File: config.mk
export PLATFORM = sky130hd
export DESIGN_NAME = input_datapath
export DESIGN_NICKNAME = d
export VERILOG_FILES = /design/src/rtl/systolic_pkg.sv /design/src/rtl/input_datapath_rx_counter.sv /design/src/rtl/input_datapath.sv
export SDC_FILE = /design/constraint.sdc
export NUM_CORES = 1
export LEC_CHECK = 0
export BUFFER_PORTS_ARGS = -buffer_cell sky130_fd_sc_hd__buf_2
export CAP_MARGIN = 25
export CORE_AREA = 2 2 226 228
export DETAILED_ROUTE_END_ITERATION = 10
export DIE_AREA = 0 0 228 230
export PLACE_DENSITY = 0.66
export SYNTH_ARGS = -nofsm -noshare
export SYNTH_HDL_FRONTEND = slang
export SYNTH_SLANG_ARGS = --single-unit
File: constraint.sdc
create_clock -name clk -period 4.2 [get_ports clk]
set_clock_uncertainty 0.2 [all_clocks]
set_input_delay 0.42 -clock clk [delete_from_list [all_inputs] [get_ports clk]]
set_output_delay 0.42 -clock clk [all_outputs]
set_load 0.05 [all_outputs]
File: src/rtl/systolic_pkg.sv
// Shared constants and types for the systolic-MAC streaming datapaths
// (input deserialiser and output serialiser).
package systolic_pkg;

    localparam int DATA_W = 64;
    localparam int CHUNKS = 8;
    localparam int OUT_W  = DATA_W * CHUNKS;

    typedef enum logic [1:0] {
        IDLE    = 2'd0,
        RECEIVE = 2'd1,
        FULL    = 2'd2
    } rx_state_t;

endpackage : systolic_pkg

File: src/rtl/input_datapath_rx_counter.sv
// Modulo-MODULUS chunk counter with sync reset, enable, a combinational
// terminal-count flag and a registered one-cycle done pulse.
module rx_counter #(
    parameter  int MODULUS = 8,
    localparam int CNT_W   = $clog2(MODULUS)
) (
    input  logic             clk,
    input  logic             reset,
    input  logic             en,
    output logic [CNT_W-1:0] count,
    output logic             tc,
    output logic             done
);

    assign tc = (count == CNT_W'(MODULUS - 1));

    // NOTE: sequential state uses non-blocking assignments so every flop
    // samples the pre-edge value of every other flop.
    always_ff @(posedge clk) begin
        if (reset) begin
            count <= '0;
            done  <= 1'b0;
        end else begin
            done <= en && tc;
            if (en) begin
                count <= tc ? '0 : count + CNT_W'(1);
            end
        end
    end

endmodule : rx_counter

File: src/rtl/input_datapath.sv
// Deserialises DATA_W-bit chunks into one OUT_W-bit operand word for the
// systolic array feeder. Define INPUT_DATAPATH_MSB_FIRST_EN to place the
// first chunk at the MSBs instead of the LSBs.
module input_datapath
    import systolic_pkg::*;
#(
    parameter  int DATA_W = systolic_pkg::DATA_W,
    parameter  int CHUNKS = systolic_pkg::CHUNKS,
    localparam int OUT_W  = DATA_W * CHUNKS,
    localparam int CNT_W  = $clog2(CHUNKS)
) (
    input  logic              clk,
    input  logic              reset,
    input  logic              src_valid,
    input  logic [DATA_W-1:0] data_in,
    output logic              dest_ready,
    output logic [OUT_W-1:0]  systolic_input,
    output logic              in_valid,
    input  logic              systolic_ready,
    output logic [CNT_W-1:0]  rx_count,
    output logic              sh_count_done
);

    rx_state_t        state;
    rx_state_t        state_next;
    logic             transfer;
    logic             last_slot;
    logic [CNT_W-1:0] slot;
    logic [OUT_W-1:0] word;

    assign dest_ready = (state == RECEIVE);
    assign in_valid   = (state == FULL);
    assign transfer   = src_valid && dest_ready;

    rx_counter #(
        .MODULUS (CHUNKS)
    ) u_rx_counter (
        .clk   (clk),
        .reset (reset),
        .en    (transfer),
        .count (rx_count),
        .tc    (last_slot),
        .done  (sh_count_done)
    );

    always_ff @(posedge clk) begin
        if (reset) begin
            state <= IDLE;
        end else begin
            state <= state_next;
        end
    end

    // NOTE: next_state gets a default before the case so no path through
    // this block leaves it unassigned and infers a latch.
    always_comb begin
        state_next = state;
        case (state)
            IDLE:    state_next = RECEIVE;
            RECEIVE: if (transfer && last_slot) state_next = FULL;
            FULL:    if (systolic_ready) state_next = RECEIVE;
            default: state_next = IDLE;
        endcase
    end

`ifdef INPUT_DATAPATH_MSB_FIRST_EN
    assign slot = CNT_W'(CHUNKS - 1) - rx_count;
`else
    assign slot = rx_count;
`endif

    // NOTE: the word register is reset because a discarded partial word
    // must never leak into the next one; otherwise slots are only overwritten.
    always_ff @(posedge clk) begin
        if (reset) begin
            word <= '0;
        end else if (transfer) begin
            word[int'(slot) * DATA_W +: DATA_W] <= data_in;
        end
    end

    assign systolic_input = word;

endmodule : input_datapath

After elaboration in Yosys (flattened, before gate mapping). Index checks and enable logic that the tools add are counted.

$add $sub $neg: 2. Equal/unequal tests: 5. Shifts and indexed selects: 2. Mux-type cells: 5. Reduce and logical (&&, ||, !) cells: 4.

Operators with widths (number): bitwise mux 512 bit (1); variable shift 64 x 33 -> 512 bit (first input constant) (1); variable part select 64 x 33 -> 512 bit (1); negator 9 -> 33 bit (1); case mux 2 bit (3 select lines) (1); 2-to-1 mux 2 bit (2); != test 2 x 1 -> 1 bit (second input constant) (2); adder 3 x 1 -> 3 bit (second input constant) (1); == test 3 bit (second input constant) (1); 2-to-1 mux 3 bit (1); == test 2 x 1 -> 1 bit (second input constant) (1); == test 2 bit (second input constant) (1); logical AND 1 bit (2); logical NOT 2 bit (1); AND reduction 2 bit (1).

Register bits: 518. Input port bits: 68. Output and inout port bits: 518. Word-level logic and storage cells: 22.

Logic depth before layout (Yosys ltp). Gate-level depths: netlist of the first run.

Word-level depth: 5. Depth in mapped cells: 12. Gate-level depth less buffers: 6.

Cells and area by module. Synthesis of the first run repeated with hierarchy kept, for this count alone.

Cell total of the unflattened synthesis: 2314. Area, all modules: 21687.0 um2.

By module, submodules not included: input_datapath (instances 1, cells each 2299, area each 21523.1 um2, sequential area each 10289.9 um2); rx_counter (instances 1, cells each 15, area each 163.9 um2, sequential area each 80.1 um2).

Worst setup path after synthesis of the first run. Ideal clock, no wire load.

Kind: register -> register. Start point: register u_rx_counter.count[0]. End point: register word[10], in the netlist systolic_input[10]. Library setup time: 121 ps. Arrival: 3053 ps. Required time: 3879 ps. Slack: 826 ps. Stages on the path, launching flop included: 11. Path buffers: 4. Clock period less this slack: 3374 ps. Cells stage by stage: dfxtp_1 -> clkbuf_1 -> clkbuf_1 -> inv_1 -> ha_1 -> ha_1 -> buf_6 -> nor4_1 -> nand3_1 -> buf_2 -> mux2_2.

Longest elaborated chain between the ends: 3. Elaborated cells between the ends (all ways): 4. Classes of those cells: add/sub: 1; shift: 2; mux: 1.

Ends and longest elaborated chain: start: declaration (RTL line input_datapath_rx_counter.sv:10) `output logic [CNT_W-1:0] count,`; start signal: assignment (RTL line input_datapath_rx_counter.sv:26) `count <= tc ? '0 : count + CNT_W'(1);`; negator 9 -> 33 bit (*) (RTL line input_datapath.sv:78) `word[int'(slot) * DATA_W +: DATA_W] <= data_in;`; variable part select 64 x 33 -> 512 bit / variable shift 64 x 33 -> 512 bit (equally long branches) (RTL line input_datapath.sv:78); bitwise mux 512 bit (*) (RTL line input_datapath.sv:78); end signal: indexed assignment (RTL line input_datapath.sv:78); end: declaration (RTL line input_datapath.sv:29) `logic [OUT_W-1:0] word;`.

Every way passes the cells marked *; elsewhere a longest branch is shown, timed or not. A chain may end at the register's enable or synchronous reset.

Final worst setup path of the first run.
Start point: register u_rx_counter.count[1]. End point: register word[311], in the netlist systolic_input[311].

The elaborated chain is that of the path after synthesis.

==> summary.txt, run 1 <==
Global route
  • GR Overflow Total: 0
  • Total Routing Usage GR: 28.75%
  • Vias in the first global route: 18180
  • Initial antenna violation count: 2
  • Global-route wire length before repair: 116200 um
  • Largest net degree at the start of global routing: 158

Worst setup path
  • Critical-path top delay cell: and3_4
  • Crit. End Element: flip-flop
  • Worst Path Max Fanout: 48
  • WP data arrival: 3.80 ns
  • Most used cell along the critical path: ha_1
  • CP cell instances: inv_1 -> ha_1 -> ha_1 -> o31a_4 -> and3_4 -> mux2i_1
  • Critical path class: reg -> reg
  • Max incr delay on CP: 0.85 ns
  • Setup crit start kind: flip-flop
  • Required @ worst endpoint: 4.51 ns
  • Largest delay share family, worst path: adder cells
  • Buf/Inv on CP: 1

Synth
  • Count leader, synth: dfxtp_1
  • Ys flop type: dfxtp_1
  • Post-Syn Area: 0.02074 mm2
  • Ranking of synthesized cells by area: dfxtp_1 50%, mux2i_1 12%, nand2_1 7.9%
  • Yosys top cell area share: 49.99%
  • Syn nets: 2223
  • Leading area contributor after synthesis: dfxtp_1
  • Yosys reg bits: 518
  • Cells after synthesis: 2148
  • Netlist cell types: 47
  • Synth top cells by count: 518 x dfxtp_1, 438 x nand2_1, 256 x mux2i_1
  • EDFF count, synth: 0
  • Sequential share of the synthesized area: 49.99%
  • YS warnings: 0
  • Avg Cell Area, Syn: 9.658 um2
  • Ys async rst share: 0%

STA
  • FMAX: 286.9 MHz
  • Worst-Margin Slew: 1.049 ns
  • Fin. max-slew vios: 0
  • Count of final hold-check violations: 0
  • Setup violators final: 0
  • Worst setup margin: 0.7140 ns
  • Min Clock Period, post-route: 3.486 ns
  • Tcrit/Tclk final: 83.00%
  • Max transition margin: 30.07%
  • RSZ-0062 raised after global routing: no
  • Setup TNS Final: 0 ns

Drt
  • Iteration-0 DRC Markers: 1367
  • Mean routed wirelength per cell: 23.26 um
  • Vias post-DR: 18610
  • Post-route ant nets: 0
  • Final WL: 78740 um
  • First-pass iteration count of the detailed router: 5
  • Remaining DRCs: 0
  • Post-DR vias/cell: 5.496

CTS
  • Root buf cell: clkbuf_16
  • H-tree Lvls: 2
  • Total clock buffers created by CTS: 55
  • Worst-Skew Late Latency: 0.60 ns
  • Post-CTS Setup Bufs: 0
  • # clock sinks: 518
  • Longest Clk Path Bufs: 3
  • Post-cts resize count: 0
  • TritonCTS clock tree: yes
  • Reg clk slew, reported paths: 0.07 ns

Place
  • Setup WS pre-CTS: 0.7617 ns
  • # port buffers: 585
  • Final Wtd Congestion: 0.8775
  • Final HPWL DP: 52690 um

Pwr
  • Tot Pwr: 10.79 mW
  • Int Pwr: 8.148 mW
  • Peak VDD IR: 362.0 uV
  • Comb power frac: 7.2%
  • Leakage: 10.96 nW
  • Net Sw Power: 2.640 mW
  • Clk pwr share: 46.8%
  • Sw Ratio: 24.47%
  • Pwr dens: 409.2 mW/mm2
  • Reg power frac: 46.0%

Cells and area
  • N_diodes: 0
  • FILL cells: 4610
  • Synthesis-to-finish area growth: 27.08%
  • Share of layout cells above drive strength 1: 31.25%
  • Multi-input gate area: 0.009239 mm2
  • Nets: 2743
  • FF/Latch Area: 0.01037 mm2

Floorplanning
  • Core area: 0.04986 mm2
  • Die footprint: 0.05244 mm2
  • Die Y: 230 um
  • Initial Util: 41.60%
  • Floorplan row count: 82
  • Num ports: 586
  • Die Width: 228 um

Worst hold path
  • HP Class: in -> reg

Outcome
  • Run status: finished, final reports clean

Flow run
  • Max_cap viols: 0
==> sequential cells by signal, summed over array words and instances (netlist names) <==
signal / cells
systolic_input: 512
state: 2
u_rx_counter.done: 1
u_rx_counter.count: 3
==> cells by family (layout without fill, tap and decap cells) <==
family / count (synthesis) / count (layout) / synth area share [%]
buf+inv: 274 / 840 / 5.959
mux: 320 / 320 / 15.83
compound gates: 266 / 266 / 8.932
flops: 518 / 518 / 49.99
fa+ha+maj: 7 / 7 / 0.4222
simple gates: 763 / 763 / 18.87
==> final timing paths <==
| path | slack [ns] | endpoint | start | depth (start not counted) |
|---|---|---|---|---|
| worst min-delay path | 0.003 | systolic_input[193] | data_in[1] | 3 |
| worst max-delay path | 0.71 | systolic_input[311] | u_rx_counter.count[1] | 6 |
| worst min register to register | 0.25 | systolic_input[426] | systolic_input[426] | 2 |
| worst max register to register | 0.71 | systolic_input[311] | u_rx_counter.count[1] | 6 |
==> worst register-to-register path: cells and delay by family, from the launching register on <==
kind,cells,cell delay (ns)
AO/OA/AOI/OAI,1,0.37
AND/OR/NAND/NOR,1,0.85
adder cells (fa/ha/maj),2,0.87
buffers and inverters,1,0.15
multiplexers,1,0.34
flip-flops,1,0.61
==> stage by stage <==
step / hold WS [ns] / area (um2) / utilization, % / instances
detailed placement: 0.2439 / 23930 / 47.99 / 3229
floorplan: 0.3526 / 20740 / - / 2148
CTS: 0.0004929 / 26340 / 52.83 / 3385
global route: 0.006832 / 26360 / 52.87 / 3386
finish: 0.003345 / 26360 / 52.87 / 3386
global placement: 0.2368 / 23930 / 47.99 / 3229
==> layout by cell type (no fill, tap or decap), types with 3 or more instances in the layout <==
cell type	count
a21oi_1	69
a22o_1	10
a22o_2	54
and4bb_2	3
buf_12	6
buf_2	584
buf_4	23
bufinv_16	4
clkbuf_1	15
clkbuf_16	57
clkbuf_8	15
clkinv_2	7
clkinvlp_4	5
dfxtp_1	518
dlygate4sd3_1	53
ha_1	6
inv_1	69
mux2_2	64
mux2i_1	256
nand2_1	437
nand3_1	17
nand4_1	81
nand4b_1	49
nor2_1	3
nor2b_1	129
nor4bb_1	17
o21ai_0	64
o22ai_1	17
o32ai_1	47
==> power groups by stage <==
stage / clock network (mW) / logic, mW / registers, mW
after detailed placement: 0 / 0.726 / 5.07
after global placement: 0 / 0.718 / 5.07
after CTS: 5.11 / 0.766 / 4.96
after floorplan: 0 / 0.326 / 5.18
final: 5.05 / 0.774 / 4.96
after global routing: 5.30 / 0.807 / 4.96
==> layout make-up <==
cell class	count	area share [%]
flip-flops and latches	518	39.34
clock buffers	87	6.407
inverters	70	1.025
multi-input cells	1356	35.05
well taps	672	3.189
clock inverters	16	0.7309
repair buffers	667	14.27
==> repair_timing <==
action                     CTS  global route
hold endpoints to repair   190             0
hold buffers                53             0
setup endpoints to repair    0             0
==> metal layers <==
metal | up-vias | share of wire [%] | global-route usage [%]
met5 | - | 0 | 0
met4 | 0 | 5.0 | 13.46
met3 | 231 | 8.0 | 7.341
met2 | 836 | 45 | 45.29
met1 | 9070 | 42 | 36.95
li1 | 8474 | - | -
Power figures use the tool's default switching activity.
==> run 2, diff against run 1 <==
--- a/config.mk
+++ b/config.mk
@@ -10,7 +10,7 @@
 export CORE_AREA = 2 2 226 228
 export DETAILED_ROUTE_END_ITERATION = 10
 export DIE_AREA = 0 0 228 230
-export PLACE_DENSITY = 0.66
+export PLACE_DENSITY = 0.69
 export SYNTH_ARGS = -nofsm -noshare
 export SYNTH_HDL_FRONTEND = slang
 export SYNTH_SLANG_ARGS = --single-unit
==> constraint.sdc (replaced) <==
create_clock -name clk -period 2.9 [get_ports clk]
set_clock_uncertainty 0.2 [all_clocks]
set_input_delay 0.29 -clock clk [delete_from_list [all_inputs] [get_ports clk]]
set_output_delay 0.29 -clock clk [all_outputs]
set_load 0.05 [all_outputs]
==> run 2 against run 1 <==
- global-route usage is 0.087 points higher
- highest routed layer is now met5
- total power rose by 43%
- routed wire length is 0.32% higher
- largest cell class unchanged
- hold slack better by 0.25 ns
- combinational power is 52% higher
==> summary.txt, run 2 (same netlist as run 1, synthesis figures left out) <==
Global route
  • Total Routing Usage GR: 28.84% (+0.087 points)
  • Vias in the first global route: 18460 (+1.5%)
  • Largest net degree at the start of global routing: 69 (-56%)
  • GR Overflow Total: 0 (unchanged)
  • Initial antenna violation count: 8 (+6)
  • Global-route wire length before repair: 116100 um (about the same)

Drt
  • Post-route ant nets: 0 (unchanged)
  • Post-DR vias/cell: 5.560 (+1.2%)
  • Remaining DRCs: 0 (unchanged)
  • Mean routed wirelength per cell: 23.11 um (-0.62%)
  • Final WL: 79000 um (+0.32%)
  • Iteration-0 DRC Markers: 1529 (+12%)
  • Vias post-DR: 19010 (+2.1%)
  • First-pass iteration count of the detailed router: 6 (+1)

STA
  • Setup TNS Final: 0 ns (unchanged)
  • Max transition margin: 55.83% (+26 points)
  • Hold_ws: 0.2514 ns (+0.2481 ns)
  • Worst-Margin Slew: 0.6626 ns (-0.3863 ns)
  • Worst setup margin: 0.2869 ns (-0.4271 ns)
  • RSZ-0062 raised after global routing: no
  • Min Clock Period, post-route: 2.613 ns (-0.8729 ns)
  • Count of final hold-check violations: 0 (unchanged)
  • Fin. max-slew vios: 0 (unchanged)
  • Setup violators final: 0 (unchanged)
  • FMAX: 382.7 MHz (+33%)
  • Tcrit/Tclk final: 90.11% (+7.1 points)

Place
  • Final HPWL DP: 53820 um (+2.1%)
  • # port buffers: 585 (unchanged)
  • Placed cell count: 3256 (+0.84%)
  • DP Area: 0.02430 mm2 (+1.5%)
  • Setup WS pre-CTS: 0.3362 ns (-0.4255 ns)
  • Final Wtd Congestion: 0.8610 (-1.9%)

Worst setup path
  • Crit. End Element: flip-flop
  • Max incr delay on CP: 0.50 ns (-0.35 ns)
  • Worst reg2reg setup slack: 0.29 ns (-0.43 ns)
  • Crit path from: u_rx_counter.count[1]
  • Critical path class: reg -> reg
  • FF-to-FF Start: u_rx_counter.count[1]
  • Required @ worst endpoint: 3.18 ns (-1.33 ns)
  • R2r endpoint: systolic_input[417]
  • WP data arrival: 2.89 ns (-0.91 ns)
  • CP cell instances: inv_1 -> ha_1 -> buf_4 -> nor2b_4 -> buf_12 -> nand4b_1 -> o32ai_1
  • Critical-path top delay cell: ha_1
  • Worst Path Max Fanout: 33 (-31%)
  • Setup crit start kind: flip-flop
  • R2R depth: 7 (+1)

Cells and area
  • Max FFs per register: 512 (unchanged)
  • Post-Layout Cell Count: 3418 (+0.95%)
  • Post-layout util: 53.61% (+0.74 points)
  • FILL cells: 4507 (-2.2%)
  • Commonest non-fill, non-tap cell in the layout: buf_2
  • Synthesis-to-finish area growth: 28.85%
  • Most frequent cells in the layout: 584 x buf_2, 517 x dfxtp_1, 437 x nand2_1
  • Share of layout cells above drive strength 1: 31.68% (+0.44 points)
  • Nets: 2781 (+1.4%)
  • Final instance area: 0.02673 mm2 (+1.4%)

CTS
  • Longest Clk Path Bufs: 3 (unchanged)
  • Post-CTS Hold Buffers: 67 (+26%)
  • Post-CTS Setup Bufs: 0 (unchanged)
  • Worst-Skew Late Latency: 0.58 ns (-0.02 ns)
  • # clock sinks: 518 (unchanged)
  • Reg clk slew, reported paths: 0.06 ns (about the same)
  • TritonCTS clock tree: yes
  • H-tree Lvls: 2 (unchanged)
  • Root buf cell: clkbuf_16
  • Total clock buffers created by CTS: 53 (-3.6%)
  • Post-cts resize count: 0 (unchanged)

Outcome
  • Run status: finished, final reports clean

Pwr
  • Pwr dens: 575.2 mW/mm2 (+41%)
  • Leakage: 11.13 nW (+1.6%)
  • Peak VDD IR: 454.4 uV (+26%)
  • Tot Pwr: 15.38 mW (+43%)

Floorplanning
  • Die footprint: 0.05244 mm2 (unchanged)
  • Num ports: 586 (unchanged)
  • Floorplan row count: 82 (unchanged)
  • Die Y: 230 um (unchanged)
  • Die Width: 228 um (unchanged)
  • Core area: 0.04986 mm2 (unchanged)
  • Initial Util: 41.60% (unchanged)

Worst hold path
  • HP Class: reg -> reg
  • Critical hold path startpoint: systolic_input[459]
  • Hold path cells: 2 (-1)
  • Hold Path End: systolic_input[459]

Flow run
  • Max_cap viols: 0 (unchanged)
## run 2: cell count changes in the layout (fill, tap and decap cells not counted), sizes merged
| cell | change |
|---|---|
| dlygate4sd3 | +14 |
| diode | +3 |
| clkinvlp | -2 |
| buf | +26 |
| bufinv | +2 |
| clkbuf | -15 |
| clkinv | +4 |
## run 2: how the worst max path moves through the flow
stage                                     end  slack, ns
after floorplan            systolic_input[10]       0.02
after global placement     systolic_input[27]       0.40
after detailed placement  systolic_input[417]       0.34
after CTS                 systolic_input[417]       0.31
after global routing      systolic_input[447]       0.13
final                     systolic_input[417]       0.29
## run 2: worst max-delay path, delay by kind of cell (launching register included)
family	cells	cell delay, ns
buffers and inverters	3	0.60
AND/OR/NAND/NOR	2	0.56
adder cells (fa/ha/maj)	1	0.50
flip-flops	1	0.33
AO/OA/AOI/OAI	1	0.28
## run 2: cell type report
| cell class | count | area [um2] | area share, % |
|---|---|---|---|
| antenna | 3 | 7.507 | 0.02808 |
| clock buffer | 72 | 1488 | 5.565 |
| clock inverter | 20 | 265.3 | 0.9923 |
| inverter | 70 | 270.3 | 1.011 |
| multi-input combinational | 1356 | 9239 | 34.56 |
| sequential | 518 | 10370 | 38.81 |
| tap | 672 | 840.8 | 3.145 |
| timing repair buffer | 707 | 4247 | 15.89 |
## run 2: layer usage
metal / vias to the layer above / part of all wire [%] / track usage [%]
met5: - / 0.067 / 0
met4: 8 / 4.8 / 14.36
li1: 8528 / - / -
met3: 219 / 8.6 / 6.758
met1: 9306 / 41 / 36.81
met2: 944 / 46 / 45.81
## run 2: report_power, final
part / internal [mW] / switching [mW] / leakage, nW / total (mW)
sequential: 7.16 / 0.0264 / 4.18 / 7.19
combinational: 0.340 / 0.836 / 6.10 / 1.18
clock: 4.11 / 2.90 / 0.858 / 7.01
total: 11.6 / 3.77 / 11.1 / 15.4
==> run 3, diff against run 2 <==
--- a/config.mk
+++ b/config.mk
@@ -10,7 +10,8 @@
 export CORE_AREA = 2 2 226 228
 export DETAILED_ROUTE_END_ITERATION = 10
 export DIE_AREA = 0 0 228 230
-export PLACE_DENSITY = 0.69
+export PLACE_DENSITY = 0.65
+export SETUP_SLACK_MARGIN = 0.1
 export SYNTH_ARGS = -nofsm -noshare
 export SYNTH_HDL_FRONTEND = slang
 export SYNTH_SLANG_ARGS = --single-unit
==> constraint.sdc (replaced) <==
create_clock -name clk -period 3.4 [get_ports clk]
set_clock_uncertainty 0.2 [all_clocks]
set_input_delay 0.34 -clock clk [delete_from_list [all_inputs] [get_ports clk]]
set_output_delay 0.34 -clock clk [all_outputs]
set_load 0.05 [all_outputs]
==> run 3 against run 2 <==
- die area did not move
- routed wire length is 0.23% lower
- total power shrank 14%
- via count shrank 1.9%
- clock power is 14% lower
- critical path depth decreased by 1
==> summary.txt, run 3 (same netlist as run 1, synthesis figures left out) <==
Pwr
  • Pwr dens: 494.9 mW/mm2 (-14%)
  • Sw Ratio: 24.12% (-0.38 points)
  • Comb power frac: 7.5% (about the same)
  • Clk pwr share: 45.9% (+0.3 points)
  • Int Pwr: 9.986 mW (-14%)
  • Leakage: 11.06 nW (-0.69%)
  • Net Sw Power: 3.174 mW (-16%)
  • Reg power frac: 46.6% (about the same)
  • Peak VDD IR: 400.3 uV (-12%)

STA
  • RSZ-0062 raised after global routing: no
  • Setup violators final: 0 (unchanged)
  • Hold_ws: 0.07574 ns (-0.1757 ns)
  • FMAX: 329.2 MHz (-14%)
  • Tcrit/Tclk final: 89.34% (-0.77 points)
  • Setup TNS Final: 0 ns (unchanged)
  • Count of final hold-check violations: 0 (unchanged)
  • Max transition margin: 35.35% (-20 points)
  • Fin. max-slew vios: 0 (unchanged)
  • Worst-Margin Slew: 0.9697 ns (+0.3072 ns)
  • Min Clock Period, post-route: 3.037 ns (+0.4244 ns)

CTS
  • Worst-Skew Late Latency: 0.60 ns (+0.02 ns)
  • H-tree Lvls: 2 (unchanged)
  • Total clock buffers created by CTS: 54 (+1.9%)
  • Root buf cell: clkbuf_16
  • # clock sinks: 518 (unchanged)
  • Longest Clk Path Bufs: 3 (unchanged)
  • Reg clk slew, reported paths: 0.06 ns (about the same)
  • TritonCTS clock tree: yes

Worst setup path
  • WP data arrival: 3.34 ns (+0.45 ns)
  • Worst Path Max Fanout: 33 (unchanged)
  • CP cell instances: inv_1 -> ha_1 -> o31a_4 -> buf_4 -> nand3_2 -> mux2i_1
  • FF-to-FF Start: u_rx_counter.count[2]
  • Crit. End Element: flip-flop
  • Max incr delay on CP: 0.58 ns (+0.08 ns)
  • Buf/Inv on CP: 2 (-1)
  • Critical-path top delay cell: dfxtp_1
  • Critical path class: reg -> reg
  • Required @ worst endpoint: 3.71 ns (+0.53 ns)
  • Crit path from: u_rx_counter.count[2]
  • Largest delay share family, worst path: flip-flops
  • Setup crit start kind: flip-flop

Drt
  • Remaining DRCs: 0 (unchanged)
  • Post-DR vias/cell: 5.476 (-1.5%)
  • Mean routed wirelength per cell: 23.14 um (+0.12%)
  • Vias post-DR: 18650 (-1.9%)
  • Final WL: 78820 um (-0.23%)
  • Post-route ant nets: 0 (unchanged)
  • Iteration-0 DRC Markers: 1232 (-19%)
  • First-pass iteration count of the detailed router: 5 (-1)

Outcome
  • Run status: finished, final reports clean

Cells and area
  • Post-layout util: 53.33% (-0.28 points)
  • Nets: 2768 (-0.47%)
  • Synthesis-to-finish area growth: 28.18%
  • Commonest non-fill, non-tap cell in the layout: buf_2
  • Max FFs per register: 512 (unchanged)
  • Share of layout cells above drive strength 1: 31.27% (-0.41 points)
  • Most frequent cells in the layout: 584 x buf_2, 517 x dfxtp_1, 437 x nand2_1

Place
  • Final HPWL DP: 53560 um (-0.48%)
  • # port buffers: 585 (unchanged)
  • Final Wtd Congestion: 0.8717 (+1.2%)

Floorplanning
  • Die footprint: 0.05244 mm2 (unchanged)
  • Die Width: 228 um (unchanged)
  • Initial Util: 41.60% (unchanged)
  • Num ports: 586 (unchanged)
  • Floorplan row count: 82 (unchanged)
  • Die Y: 230 um (unchanged)
  • Core area: 0.04986 mm2 (unchanged)

Global route
  • Vias in the first global route: 18310 (-0.85%)
  • Largest net degree at the start of global routing: 128 (+86%)
  • GR Overflow Total: 0 (unchanged)
  • Initial antenna violation count: 8 (unchanged)
  • Total Routing Usage GR: 28.77% (-0.061 points)
  • Global-route wire length before repair: 116100 um (about the same)

Flow run
  • Max_cap viols: 0 (unchanged)

Worst hold path
  • Critical hold path startpoint: src_valid
  • HP Class: in -> reg
[run 3: cell types whose count changed in the layout (fill, tap and decap cells not counted), sizes merged]
cell	before	now
buf	640	626
bufinv	6	5
clkbuf	72	79
clkinv	11	3
diode	3	6
inv	70	71
[run 3: power groups by stage]
stage | Sequential [mW] | Combinational, mW | Clock, mW
after global placement | 6.26 | 0.905 | 0
after floorplan | 6.40 | 0.402 | 0
after global routing | 6.13 | 1.03 | 6.38
final | 6.13 | 0.987 | 6.04
after detailed placement | 6.26 | 0.916 | 0
after CTS | 6.13 | 0.976 | 6.14
[run 3: per-layer routing]
layer	routed length [um]	vias to the layer above	GRT usage, %
li1	-	8497	-
met1	32480	9123	36.42
met2	35770	807	45.38
met3	6550	220	7.502
met4	3992	4	14.58
met5	23	-	0
[run 3: final timing paths]
| check | end | slack (ns) | cells past startpoint |
|---|---|---|---|
| worst max-delay path | systolic_input[266] | 0.36 | 6 |
| worst min-delay path | u_rx_counter.count[0] | 0.08 | 4 |
| worst max register to register | systolic_input[266] | 0.36 | 6 |
| worst min register to register | systolic_input[272] | 0.25 | 2 |
[run 3: worst reg2reg max path, stage by stage, from the launching register on]
cell	delay, ns
dfxtp_1	0.58
inv_1	0.15
ha_1	0.54
o31a_4	0.22
buf_4	0.35
nand3_2	0.58
mux2i_1	0.34
[run 3: area by class of cell]
cell class                 count  area, um2
tap                          672      840.8
multi-input combinational   1356       9235
fill                        4548      23270
inverter                      70      270.3
clock buffer                  79       1597
clock inverter                12      196.4
timing repair buffer         693       4066
antenna                        6      15.01
sequential                   518      10370
[run 3: per-stage QoR]
| stage | setup WS, ns | std cells | power [mW] | instance area [um2] |
|---|---|---|---|---|
| final | 0.3625 | 3406 | 13.16 | 26590 |
| after global routing | 0.1923 | 3402 | 13.54 | 26580 |
| after CTS | 0.3716 | 3400 | 13.24 | 26580 |
| after detailed placement | 0.3987 | 3242 | 7.179 | 24110 |
| after global placement | 0.5333 | 3242 | 7.167 | 24110 |
| after floorplan | 0.2521 | 2148 | 6.802 | 20750 |
[run 3: repair_timing]
| item | in CTS | in global routing |
|---|---|---|
| endpoints found under the hold margin | 312 | 0 |
| buffers inserted | 0 | 0 |
| resized for setup | 0 | 0 |
| endpoints found under the setup margin | 0 | 0 |
| hold buffers | 67 | 0 |
